<file path="src/rtl/divider_256by128_seq.sv">
// Sequential restoring divider: 2*WIDTH-bit dividend / WIDTH-bit divisor,
// one quotient bit per clock, valid/ready on both sides.
//
// Ports:
//   clk, rst_n             rising-edge clock, asynchronous active-low reset
//   in_valid / in_ready    operand handshake (accept on in_valid & in_ready)
//   dividend [2*WIDTH]     numerator, latched at acceptance
//   divisor  [WIDTH]       denominator, latched at acceptance
//   out_valid / out_ready  result handshake (results held under backpressure)
//   quotient  [WIDTH]      floor(dividend/divisor), all ones on overflow
//   remainder [WIDTH]      dividend mod divisor, zero on overflow
//   ovf                    quotient does not fit WIDTH bits, or divisor == 0
//
// Build option:
//   DIV_FAST_OVF_EN  when defined, an overflowing operation bypasses the
//                    iteration and reports one cycle after acceptance.
module divider_256by128_seq #(
  parameter int unsigned WIDTH = 128,
  parameter int unsigned CNT_W = 8
) (
  input  logic               clk,
  input  logic               rst_n,
  input  logic               in_valid,
  output logic               in_ready,
  input  logic [2*WIDTH-1:0] dividend,
  input  logic [WIDTH-1:0]   divisor,
  output logic               out_valid,
  input  logic               out_ready,
  output logic [WIDTH-1:0]   quotient,
  output logic [WIDTH-1:0]   remainder,
  output logic               ovf
);

  typedef enum logic [1:0] {IDLE, CALC, DONE} state_t;

  state_t             r_state,     w_state_nxt;
  logic [WIDTH:0]     r_rem,       w_rem_nxt;
  logic [WIDTH-1:0]   r_q,         w_q_nxt;
  logic [WIDTH-1:0]   r_div,       w_div_nxt;
  logic [CNT_W-1:0]   r_cnt,       w_cnt_nxt;
  logic               r_ovf_det,   w_ovf_det_nxt;
  logic               r_in_ready,  w_in_ready_nxt;
  logic               r_out_valid, w_out_valid_nxt;
  logic [WIDTH-1:0]   r_quot,      w_quot_nxt;
  logic [WIDTH-1:0]   r_remo,      w_remo_nxt;
  logic               r_ovf,       w_ovf_nxt;

  logic               w_ovf_in;
  logic [WIDTH+1:0]   w_diff;
  logic               w_neg;

  // High half not below the divisor means the quotient needs more than WIDTH
  // bits; divisor == 0 falls out of the same compare.
  assign w_ovf_in = dividend[2*WIDTH-1:WIDTH] >= divisor;

  // Trial subtraction on the shifted partial remainder; one extra bit holds the sign.
  assign w_diff = {1'b0, r_rem[WIDTH-1:0], r_q[WIDTH-1]} - {2'b00, r_div};
  assign w_neg  = w_diff[WIDTH+1];

  // Next-state, datapath and output-register logic
  always_comb begin
    w_state_nxt     = r_state;
    w_rem_nxt       = r_rem;
    w_q_nxt         = r_q;
    w_div_nxt       = r_div;
    w_cnt_nxt       = r_cnt;
    w_ovf_det_nxt   = r_ovf_det;
    w_out_valid_nxt = r_out_valid;
    w_quot_nxt      = r_quot;
    w_remo_nxt      = r_remo;
    w_ovf_nxt       = r_ovf;

    case (r_state)
      IDLE: begin
        if (in_valid && r_in_ready) begin
          w_rem_nxt     = {1'b0, dividend[2*WIDTH-1:WIDTH]};
          w_q_nxt       = dividend[WIDTH-1:0];
          w_div_nxt     = divisor;
          w_cnt_nxt     = CNT_W'(WIDTH);
          w_ovf_det_nxt = w_ovf_in;
          w_state_nxt   = CALC;
`ifdef DIV_FAST_OVF_EN
          if (w_ovf_in) begin
            w_cnt_nxt   = '0;
            w_state_nxt = DONE;
          end
`endif
        end
      end
      CALC: begin
        w_rem_nxt = w_neg ? {r_rem[WIDTH-1:0], r_q[WIDTH-1]} : w_diff[WIDTH:0];
        w_q_nxt   = {r_q[WIDTH-2:0], ~w_neg};
        w_cnt_nxt = r_cnt - CNT_W'(1);
        if (r_cnt == CNT_W'(1)) begin
          w_state_nxt = DONE;
        end
      end
      DONE: begin
        if (!r_out_valid) begin
          // First DONE cycle: capture the result once, then hold it.
          // r_rem[WIDTH] is a guard bit that only an out-of-range run can set.
          w_out_valid_nxt = 1'b1;
          w_ovf_nxt       = r_ovf_det | r_rem[WIDTH];
          w_quot_nxt      = w_ovf_nxt ? '1 : r_q;
          w_remo_nxt      = w_ovf_nxt ? '0 : r_rem[WIDTH-1:0];
        end else if (out_ready) begin
          w_out_valid_nxt = 1'b0;
          w_state_nxt     = IDLE;
        end
      end
      default: begin
        w_state_nxt = IDLE;
      end
    endcase

    w_in_ready_nxt = (w_state_nxt == IDLE);
  end

  // State and datapath registers
  always_ff @(posedge clk or negedge rst_n) begin
    if (!rst_n) begin
      r_state     <= IDLE;
      r_rem       <= '0;
      r_q         <= '0;
      r_div       <= '0;
      r_cnt       <= '0;
      r_ovf_det   <= 1'b0;
      r_in_ready  <= 1'b1;
      r_out_valid <= 1'b0;
      r_quot      <= '0;
      r_remo      <= '0;
      r_ovf       <= 1'b0;
    end else begin
      r_state     <= w_state_nxt;
      r_rem       <= w_rem_nxt;
      r_q         <= w_q_nxt;
      r_div       <= w_div_nxt;
      r_cnt       <= w_cnt_nxt;
      r_ovf_det   <= w_ovf_det_nxt;
      r_in_ready  <= w_in_ready_nxt;
      r_out_valid <= w_out_valid_nxt;
      r_quot      <= w_quot_nxt;
      r_remo      <= w_remo_nxt;
      r_ovf       <= w_ovf_nxt;
    end
  end

  assign in_ready  = r_in_ready;
  assign out_valid = r_out_valid;
  assign quotient  = r_quot;
  assign remainder = r_remo;
  assign ovf       = r_ovf;

endmodule

</file>
<file path="config.mk">
export PLATFORM = sky130hd
export DESIGN_NAME = divider_256by128_seq
export DESIGN_NICKNAME = d
export VERILOG_FILES = /design/src/rtl/divider_256by128_seq.sv
export SDC_FILE = /design/constraint.sdc
export NUM_CORES = 2
export LEC_CHECK = 0
export CAP_MARGIN = 20
export CORE_MARGIN = 10
export CORE_UTILIZATION = 37
export CTS_BUF_LIST = sky130_fd_sc_hd__clkbuf_4
export CTS_CLUSTER_DIAMETER = 50
export DETAILED_ROUTE_END_ITERATION = 10
export GPL_TIMING_DRIVEN = 0
export SLEW_MARGIN = 20
export SYNTH_ARGS = -nofsm -noshare
export SYNTH_HDL_FRONTEND = slang
export SYNTH_SLANG_ARGS = --single-unit
</file>
<file path="constraint.sdc">
create_clock -name clk -period 4.1 [get_ports clk]
set_clock_uncertainty 0.05 [all_clocks]
set_input_delay 0.82 -clock clk [delete_from_list [all_inputs] [get_ports clk]]
set_output_delay 0.82 -clock clk [all_outputs]
set_load 0.02 [all_outputs]
</file>
==> flow_metrics.env <==
export IMPL_outcome="finished with violations"
export IMPL_violations="setup timing"
export IMPL_start_kind="flip-flop"
export IMPL_postPlaceCellArea_um2=46640
export IMPL_rows=117
export IMPL_use_met1=0.3305
export IMPL_ys_ff_latch=655
export IMPL_r2r_start="r_rem[18]"
export IMPL_drv_slew=0
export IMPL_synth_cell_types=72
export IMPL_startpoint="r_rem[18]"
export IMPL_nFillCells=9756
export IMPL_max_cap_viol_count=0
export IMPL_synth_top_area_frac=0.4287
export IMPL_async_reset_ff_frac=1.000
export IMPL_vias=37820
export IMPL_synthCells=4317
export IMPL_dp_hpwl_um=129700
export IMPL_first_global_vias=38500
export IMPL_synth_area_leaders="dfrtp_1 43%, ha_1 8.5%, nand2_1 7.6%"
export IMPL_crit_arrival_ns=5.01
export IMPL_cts_tree="built"
export IMPL_clk_path_buf_depth=3
export IMPL_ioPinCount=647
export IMPL_syn2layout_area_growth_pct=36.33
export IMPL_yosysSeqAreaShare=0.4294
export IMPL_busiest_layer="met2"
export IMPL_min_from="divisor[100]"
export IMPL_start_util=0.3741
export IMPL_rsz0062_at_grt="yes"
export IMPL_worst_r2r_setup_slack_ns=-0.02
export IMPL_coreArea_um2=102000
export IMPL_gr_usage_all_layers=0.2775
export IMPL_max_freq_mhz=242.8
export IMPL_cp_end_kind="flip-flop"
export IMPL_antenna_found_initial=42
export IMPL_ant_nets=0
export IMPL_drive_gt1_frac=0.1409
export IMPL_drc_errors=0
export IMPL_avgSynthCellArea_um2=8.842
export IMPL_grt_use_met3=0.08956
export IMPL_hp_class="in2reg"
export IMPL_cp_required_ns=4.99
export IMPL_clock_sinks=655
export IMPL_mostFrequentLayoutCell="nand2_1"
export IMPL_ys_warnings_count=0
export IMPL_cts_htree_levels=4
export IMPL_layout_common_cells="764 x nand2_1, 648 x dfrtp_1, 645 x clkdlybuf4s50_1"
export IMPL_vdd_drop_max_mv=0.5101
export IMPL_drt_pre_antenna_iters=5
export IMPL_final_cells=6753
export IMPL_die_h_um=341.2
export IMPL_syn_nets=4964
export IMPL_synth_main_ff_cell="dfrtp_1"
export IMPL_tightest_slew_ns=1.181
export IMPL_dpl_worst_slack_ns=-1.306
export IMPL_clk_latency_ns=1.18
export IMPL_dr_first_iter_drc_count=3083
export IMPL_worstSetupPathType="reg2reg"
export IMPL_portBuffers=646
export IMPL_cts_made_buffers=188
export IMPL_synthesis_area_um2=38170
export IMPL_die_area_um2=116400
export IMPL_setup_viol=17
export IMPL_slew_headroom=0.2126
export IMPL_grt_overflow=0
export IMPL_place_congestion=0.9518
export IMPL_num_nets_final=5862
export IMPL_wl_per_cell_um=24.86
export IMPL_grt_max_degree=97
export IMPL_grt_use_met2=0.4586
export IMPL_fin_crit_sh=1.005
export IMPL_period_minus_slack_ns=4.119
export IMPL_die_w_um=341.2
export IMPL_clk_pin_slew_ns=0.07
export IMPL_synth_edf_count=0
export IMPL_grt_pass1_wl_um=247300
export IMPL_hold_viol=0
export IMPL_crit_fanout=10
export IMPL_fin_ws_ns=-0.01947
export IMPL_place_inst=6342
export IMPL_total_leakage_power_nw=23.31
export IMPL_via_per_inst=5.600
export IMPL_routed_wirelength_um=167800
export IMPL_yosys_area_top_type="dfrtp_1"
export IMPL_fin_area_um2=52040
export IMPL_power_density_nw_per_um2=955.6
export IMPL_root_buffer="clkbuf_4"
==> power by group <==
part / total, mW / switching [mW] / internal, mW
Sequential: 10.7 / 1.97 / 8.68
Clock: 6.21 / 3.07 / 3.14
Combinational: 32.9 / 19.3 / 13.6
==> synth_stat cells, types with 9 or more instances <==
| library cell | count |
|---|---|
| buf_1 | 14 |
| nand4_1 | 87 |
| o211ai_1 | 18 |
| clkbuf_1 | 237 |
| o22a_1 | 127 |
| nor2b_1 | 23 |
| a211oi_1 | 96 |
| xor2_1 | 42 |
| o31ai_1 | 21 |
| a22oi_1 | 127 |
| and2_1 | 12 |
| a21o_1 | 110 |
| nand2_1 | 772 |
| a22o_1 | 128 |
| nand3_1 | 59 |
| a21oi_1 | 251 |
| mux2i_1 | 11 |
| nand2b_1 | 27 |
| o21bai_1 | 37 |
| nor3_1 | 42 |
| and3_1 | 23 |
| o21a_1 | 23 |
| nor2_1 | 179 |
| inv_1 | 303 |
| a31oi_1 | 122 |
| xnor2_1 | 80 |
| dfrtp_1 | 654 |
| a21boi_0 | 12 |
| nor4_1 | 17 |
| a221oi_1 | 9 |
| buf_6 | 9 |
| ha_1 | 258 |
| buf_2 | 22 |
| o21ai_0 | 267 |
==> logic make-up after synthesis <==
| logic type | after synthesis | synth area share |
|---|---|---|
| AO/OA/AOI/OAI | 1407 | 0.2500 |
| multiplexers | 11 | 0.002885 |
| flip-flops | 655 | 0.4294 |
| buffers and inverters | 591 | 0.06113 |
| XOR/XNOR | 122 | 0.02799 |
| adder cells (fa/ha/maj) | 259 | 0.08509 |
| AND/OR/NAND/NOR | 1272 | 0.1435 |
==> flip-flops by register name, summed over array words and instances (netlist names) <==
| register | count |
|---|---|
| r_cnt | 8 |
| quotient | 128 |
| ovf | 1 |
| r_div | 128 |
| r_rem | 129 |
| remainder | 128 |
| r_state | 2 |
| in_ready | 1 |
| out_valid | 1 |
| r_ovf_det | 1 |
| r_q | 128 |
==> path summary, 6_finish.rpt <==
path	to	cells after the start
hold / removal	r_div[100]	3
setup / recovery	r_rem[84]	15
setup reg to reg	r_rem[84]	15
hold reg to reg	quotient[104]	1
min in group asynchronous	remainder[37]	3
max in group asynchronous	quotient[33]	7
==> layer usage <==
metal,vias up,share of wire
met3,364,0.088
li1,17330,-
met1,18590,0.40
met2,1485,0.47
met4,46,0.039
met5,-,0.0018
==> critical path, cell delays in order (launching register included) <==
cell and delay [ns]:
dfrtp_1 0.40, ha_1 0.31, buf_6 0.12, nand4_1 0.15, or4_4 0.44, or2_4 0.24
a311o_1 0.33, o21ba_1 0.20, o21a_1 0.15, o21ai_4 0.22, a31oi_4 0.17, o31a_4 0.46
buf_12 0.19, buf_12 0.16, a211oi_4 0.23, a31oi_1 0.06
==> final cells by class <==
type                       instances  area [µm²]  share of cell area
antenna                           20       50.05           0.0009617
clock inverter                    60       284.0            0.005458
tap                             1368        1712             0.03289
inverter                         303        1137             0.02186
multi-input combinational       3071       21260              0.4085
timing repair buffer             740        7665              0.1473
clock buffer                     280        2102             0.04039
buffer                           256        1430             0.02748
sequential                       655       16400              0.3151
==> metrics by stage <==
step | hold slack (ns) | TNS [ns] | util | total power [mW]
3_3_place_gp | 0.4193 | - | 0.4543 | 35.92
2_1_floorplan | 0.3980 | 0 | - | 27.88
4_1_cts | 0.08745 | -0.07122 | 0.4962 | 45.62
6_report | 0.2063 | -0.1525 | 0.5100 | 49.73
3_5_place_dp | 0.4247 | -105.10 | 0.4571 | 35.97
5_1_grt | 0.1196 | -8.703 | 0.5099 | 53.05
==> timing repair <==
item / in CTS / in global routing
hold endpoints to repair: 113 / 0
setup buffers: 45 / 25
pin swaps: 62 / 112
resized for setup: 274 / 247
hold buffers: 3 / 0
setup endpoints to repair: 130 / 128
gates cloned: 4 / 7
(Power assumes the default switching activity.)
